<file path="src/rtl/sar_scan_sequencer.sv">
// Round-robin multi-channel scan controller for a SAR ADC core; optional per-channel averaging under AVERAGE_EN.
// Latency: start pulse SETTLE_CYC+1 cycles after channel select; result valid the cycle after the ready rising edge.
// Backpressure: a pending result holds valid/data/channel stable and no further conversion starts until accepted.
module sar_scan_sequencer #(
    parameter int NUM_CH      = 4,
    parameter int WIDTH       = 16,
    parameter int SETTLE_CYC  = 4,
    parameter int TIMEOUT_CYC = 64
`ifdef AVERAGE_EN
    ,
    parameter int AVG_LOG2    = 2
`endif
    ,
    localparam int CH_W = $clog2(NUM_CH)
) (
    input  logic              clk_i,
    input  logic              rst_i,
    input  logic              en_i,
    input  logic [NUM_CH-1:0] ch_mask_i,
    output logic [CH_W-1:0]   mux_sel_o,
    output logic              sar_start_o,
    input  logic              sar_rdy_i,
    input  logic [WIDTH-1:0]  sar_data_i,
    output logic              res_valid_o,
    input  logic              res_ready_i,
    output logic [WIDTH-1:0]  res_data_o,
    output logic [CH_W-1:0]   res_ch_o,
    output logic              busy_o,
    output logic              err_o
);

    localparam logic [2:0] ST_IDLE   = 3'd0;
    localparam logic [2:0] ST_SELECT = 3'd1;
    localparam logic [2:0] ST_SETTLE = 3'd2;
    localparam logic [2:0] ST_START  = 3'd3;
    localparam logic [2:0] ST_CONV   = 3'd4;
    localparam logic [2:0] ST_OUTPUT = 3'd5;

    // One counter serves both the settle wait and the conversion timeout.
    localparam int CNT_MAX = (SETTLE_CYC > TIMEOUT_CYC) ? SETTLE_CYC : TIMEOUT_CYC;
    localparam int CNT_W   = $clog2(CNT_MAX + 1);
    localparam logic [CNT_W-1:0] SETTLE_LAST = CNT_W'((SETTLE_CYC > 0) ? SETTLE_CYC - 1 : 0);
    localparam logic [CNT_W-1:0] TMO_LAST    = CNT_W'(TIMEOUT_CYC - 1);
    localparam logic [CH_W-1:0]  LAST_CH_RST = CH_W'(NUM_CH - 1);

`ifdef AVERAGE_EN
    localparam int ACC_W = WIDTH + AVG_LOG2;
    localparam int SUB_W = (AVG_LOG2 > 0) ? AVG_LOG2 : 1;
    localparam logic [SUB_W-1:0] SUB_LAST = SUB_W'((1 << AVG_LOG2) - 1);

    logic [ACC_W-1:0] acc;
    logic [ACC_W-1:0] acc_sum;
    logic [SUB_W-1:0] sub;

    assign acc_sum = acc + ACC_W'(sar_data_i);
`endif

    logic [2:0]       state;
    logic [CH_W-1:0]  last_ch;
    logic [CNT_W-1:0] cnt;
    logic             rdy_q;
    logic             rdy_rise;
    logic [CH_W-1:0]  lo_ch;
    logic [CH_W-1:0]  hi_ch;
    logic             hi_found;
    logic [CH_W-1:0]  next_ch;

    assign rdy_rise = sar_rdy_i & ~rdy_q;

    // Lowest set bit above last_ch, falling back to the lowest set bit overall (wrap).
    always_comb begin
        lo_ch    = '0;
        hi_ch    = '0;
        hi_found = 1'b0;
        for (int i = NUM_CH - 1; i >= 0; i--) begin
            if (ch_mask_i[i]) begin
                lo_ch = CH_W'(i);
                if (CH_W'(i) > last_ch) begin
                    hi_ch    = CH_W'(i);
                    hi_found = 1'b1;
                end
            end
        end
    end

    assign next_ch = hi_found ? hi_ch : lo_ch;

    assign sar_start_o = (state == ST_START);
    assign res_valid_o = (state == ST_OUTPUT);
    assign busy_o      = (state != ST_IDLE);

    always_ff @(posedge clk_i) begin
        if (rst_i) begin
            state      <= ST_IDLE;
            last_ch    <= LAST_CH_RST;
            cnt        <= '0;
            rdy_q      <= 1'b0;
            mux_sel_o  <= '0;
            res_data_o <= '0;
            res_ch_o   <= '0;
            err_o      <= 1'b0;
`ifdef AVERAGE_EN
            acc        <= '0;
            sub        <= '0;
`endif
        end else begin
            rdy_q <= sar_rdy_i;
            case (state)
                ST_IDLE: begin
                    if (en_i && (|ch_mask_i)) begin
                        state <= ST_SELECT;
                    end
                end
                ST_SELECT: begin
                    if (!(|ch_mask_i)) begin
                        state <= ST_IDLE;
                    end else begin
                        mux_sel_o <= next_ch;
                        last_ch   <= next_ch;
                        cnt       <= '0;
`ifdef AVERAGE_EN
                        acc       <= '0;
                        sub       <= '0;
`endif
                        state     <= (SETTLE_CYC == 0) ? ST_START : ST_SETTLE;
                    end
                end
                ST_SETTLE: begin
                    if (cnt == SETTLE_LAST) begin
                        state <= ST_START;
                    end else begin
                        cnt <= cnt + 1'b1;
                    end
                end
                ST_START: begin
                    cnt   <= '0;
                    state <= ST_CONV;
                end
                ST_CONV: begin
                    if (rdy_rise) begin
`ifdef AVERAGE_EN
                        acc <= acc_sum;
                        if (sub == SUB_LAST) begin
                            res_data_o <= WIDTH'(acc_sum >> AVG_LOG2);
                            res_ch_o   <= mux_sel_o;
                            state      <= ST_OUTPUT;
                        end else begin
                            sub   <= sub + 1'b1;
                            state <= ST_START;
                        end
`else
                        res_data_o <= sar_data_i;
                        res_ch_o   <= mux_sel_o;
                        state      <= ST_OUTPUT;
`endif
                    end else if (cnt == TMO_LAST) begin
                        // Channel is dropped; the sticky flag is the only trace of it.
                        err_o <= 1'b1;
                        state <= en_i ? ST_SELECT : ST_IDLE;
                    end else begin
                        cnt <= cnt + 1'b1;
                    end
                end
                ST_OUTPUT: begin
                    if (res_ready_i) begin
                        state <= en_i ? ST_SELECT : ST_IDLE;
                    end
                end
                default: state <= ST_IDLE;
            endcase
        end
    end

endmodule

</file>
<file path="config.mk">
export PLATFORM = sky130hd
export DESIGN_NAME = sar_scan_sequencer
export DESIGN_NICKNAME = d
export VERILOG_FILES = /design/src/rtl/sar_scan_sequencer.sv
export SDC_FILE = /design/constraint.sdc
export NUM_CORES = 1
export LEC_CHECK = 0
export ABC_AREA = 1
export CAP_MARGIN = 20
export CORE_MARGIN = 8
export CORE_UTILIZATION = 50
export DETAILED_ROUTE_END_ITERATION = 8
export PLACE_DENSITY = 0.95
export SLEW_MARGIN = 25
export SYNTH_ARGS = -nofsm -noshare
export SYNTH_HDL_FRONTEND = slang
export SYNTH_SLANG_ARGS = --single-unit
export TNS_END_PERCENT = 50
</file>
<file path="constraint.sdc">
create_clock -name clk_i -period 2.9 [get_ports clk_i]
set_input_delay 0.725 -clock clk_i [delete_from_list [all_inputs] [get_ports clk_i]]
set_output_delay 0.725 -clock clk_i [all_outputs]
set_load 0.005 [all_outputs]
</file>
==> flow_summary_export.csv <==
group,metric,value,unit
status,outcome,"completed",
logic_synthesis,synthArstFlopShare,0,%
floorplan,rows,21,
critical_path,slowest_stage,"clkdlybuf4s50_1",
sta,worst_pin_slew,0.587,ns
global_routing,overflow,0,
cells_and_area,fin_area,2260,sq um
cells_and_area,nets,329,
critical_path,cp-start-kind,"register",
critical_path,worstReg2RegEnd,"cnt[1]",
placement,gp_congestion,0.861,
clocking,cts_tree,"yes",
clocking,path_clk_slew,0.10,ns
clocking,post_cts_resized,0,
placement,portBuffers,48,
sta,min_period_over_period,82.6,%
drt,wirelength,4230,um
floorplan,die_height,73.9,um
global_routing,grt_max_degree,24,
drt,num_vias,1738,
power_and_ir_drop,power_density,638,nW/um^2
clocking,clock_sinks,34,
clocking,cts_buffer_depth,2,
drt,routed_via_density,4.97,
logic_synthesis,netlist_instances,254,
sta,setup_viol,0,
cells_and_area,fill_cells,268,
global_routing,grt_use_total,17.1,%
placement,dpl-instance-area,2190,sq um
clocking,cts_buffers,5,
power_and_ir_drop,pwr-share-comb,38.8,%
sta,maxSlewViolCount,0,
clocking,cts_setup_buffers,0,
drt,drt_pass1_iterations,4,
logic_synthesis,ys_seq_area_share,40.6,%
placement,dp_hpwl,3200,um
sta,max_freq,418,MHz
min_path,hold_depth,1,
sta,final_hold_viol_count,0,
cells_and_area,drive_above_1_share,9.87,%
logic_synthesis,synthDistinctLibCells,24,
cells_and_area,post-route-util,68.7,%
logic_synthesis,synth-compound-area-share,12.8,%
power_and_ir_drop,p_int,0.881,mW
power_and_ir_drop,switchingPower,0.559,mW
logic_synthesis,netlist_area,1680,sq um
logic_synthesis,yosys.area_share.simple,36.0,%
drt,ant_nets,0,
critical_path,cp-end-kind,"output pin",
floorplan,start_util,51.0,%
logic_synthesis,synthXorXnorAreaFrac,1.57,%
critical_path,r2r-start,"cnt[0]",
critical_path,cp_num_buf_inv,1,
critical_path,max_stage_delay,0.54,ns
global_routing,grt_pass1_vias,1676,
floorplan,dieArea,5460,sq um
global_routing,antenna_found_initial,0,
critical_path,path_class,"register to output pin",
logic_synthesis,syn_nets,280,
clocking,clk_latency,0.35,ns
min_path,hold_path_startpoint,"err_o",
logic_synthesis,synth_fa_ha_area_share,0.746,%
logic_synthesis,ys_warn_count,0,
logic_synthesis,synth_top_family_by_area,"simple AND/OR/NAND/NOR gates",
critical_path,critPathArrivalTime,1.67,ns
power_and_ir_drop,vdd_drop_max,420,uV
cells_and_area,area_growth,34.6,%
sta,skew,0.00594,ns
floorplan,coreArea,3280,sq um
global_routing,grt_pass1_wl,7200,um
clocking,clockRootBuffer,"clkbuf_4",
floorplan,ios,49,
critical_path,worstPathRequired,2.17,ns
sta,fin_ws,0.506,ns
sta,max-slew-margin-rel,60.8,%
logic_synthesis,synthMuxAreaShare,0,%
power_and_ir_drop,clockPowerShare,19.9,%
placement,post-place-ws,0.576,ns
job,max_cap_violations,0,
sta,grt_setup_unrepaired,"no",
cells_and_area,diodes,0,
sta,layout_min_cycle_time,2.39,ns
logic_synthesis,ys_seq_elements,34,
drt,post_drt_wl_per_cell,12.1,um
floorplan,die_w,73.9,um
power_and_ir_drop,p_sw_share,38.8,%
critical_path,r2r_slack,1.36,ns
logic_synthesis,avgSynthCellArea,6.60,sq um
critical_path,path_cells,"nand2_2 > nor2_1 > clkdlybuf4s50_1",
logic_synthesis,synth_edf_count,0,
critical_path,worstPathMaxFanout,6,
clocking,postCtsHoldBufs,0,
min_path,hold_path_class,"register to register",
drt,drcViolationCount,0,
power_and_ir_drop,p_leak,0.927,nW
clocking,htreeDepth,2,
drt,drt_iter0_markers,78,
power_and_ir_drop,p_seq_share,41.4,%
critical_path,path_delay_family,"buffers and inverters",
sta,setup_tns,0,ns
logic_synthesis,synthFlopType,"dfxtp_1",
critical_path,reg2regPathDepth,10,
min_path,hold_end,"err_o",
==> worst register-to-register path: stages, from the launching register on <==
cell and delay, ns:
dfxtp_1 0.40, ha_1 0.28, nand2_1 0.10, nor2_1 0.12
nand2_1 0.09, nor2_1 0.09, nor2_1 0.07, nand2_2 0.13
nand2_1 0.07, nand2_1 0.06, nor2_1 0.04
==> synthesized netlist by cell type, drive strengths merged (2+ instances only) <==
cell     n  share of area (%)
nor2    74                 18
nand4    2               0.75
buf      4                1.3
clkbuf   4               0.90
nand3   13                4.5
a21oi   14                4.6
inv     27                6.0
o21ai   19                5.7
xor2     3                1.6
dfxtp   34                 41
nand2   53                 13
o211ai   3                1.6
==> metrics by stage <==
stage	hold slack [ns]	power (mW)	std cells
floorplan	0.464	0.977	254
detailed placement	0.463	1.16	342
global route	0.508	1.55	350
CTS	0.493	1.45	350
global placement	0.457	1.14	342
finish	0.483	1.44	350
==> kinds of logic (layout without fill, tap and decap cells) <==
| logic type | Yosys count | in the layout |
|---|---|---|
| and+or+nand+nor | 143 | 143 |
| adders and majority gates | 1 | 1 |
| AOI/OAI and AO/OA | 38 | 38 |
| DFF | 34 | 34 |
| buffers and inverters | 35 | 85 |
| xor gates and xnor gates | 3 | 3 |
==> power groups by stage <==
stage	combinational [mW]	clock [mW]	sequential [mW]
2_1_floorplan	0.386	0	0.591
3_3_place_gp	0.538	0	0.603
3_5_place_dp	0.555	0	0.606
4_1_cts	0.559	0.297	0.595
5_1_grt	0.632	0.311	0.605
6_report	0.558	0.286	0.596
==> layout by cell type (no fill, tap or decap), types with 11 or more instances in the layout <==
master           count
o21ai_0             19
nand2_1             48
a21oi_1             12
dfxtp_1             34
clkdlybuf4s50_1     48
nand3_1             11
inv_1               22
nor2_1              69
==> registers in the layout, summed over array words and instances, names as in the netlist <==
name and flops:
err_o 1, mux_sel_o 2, cnt 7, res_data_o 16, res_ch_o 2, state 3
last_ch 2, rdy_q 1
==> how the worst max path moves through the flow <==
stage / startpoint / to / slack [ns] / cells after the start
floorplan: sar_rdy_i / res_data_o[0] / 1.26 / 7
global placement: sar_rdy_i / cnt[1] / 0.64 / 10
detailed placement: sar_rdy_i / cnt[5] / 0.58 / 10
CTS: state[0] / sar_start_o / 0.49 / 3
global route: state[0] / sar_start_o / 0.42 / 3
finish: state[0] / sar_start_o / 0.51 / 3
==> metal layers <==
metal | wire length, um | GRT usage, % | up-vias
li1 | - | - | 895
met4 | 136 | 11.8 | 0
met2 | 1950 | 27.9 | 56
met3 | 301 | 4.91 | 12
met5 | 0 | 0 | -
met1 | 1840 | 18.5 | 775
==> final cells by class <==
| type | count | area [sq um] | area share [%] |
|---|---|---|---|
| Timing Repair Buffer | 50 | 495 | 22.0 |
| Clock buffer | 6 | 51.3 | 2.27 |
| Multi-Input combinational cell | 185 | 857 | 38.0 |
| Sequential cell | 34 | 681 | 30.2 |
| Clock inverter | 2 | 12.5 | 0.555 |
| Tap cell | 46 | 57.6 | 2.55 |
| Inverter | 27 | 101 | 4.49 |
No activity file was read; power rests on OpenSTA's default activity.
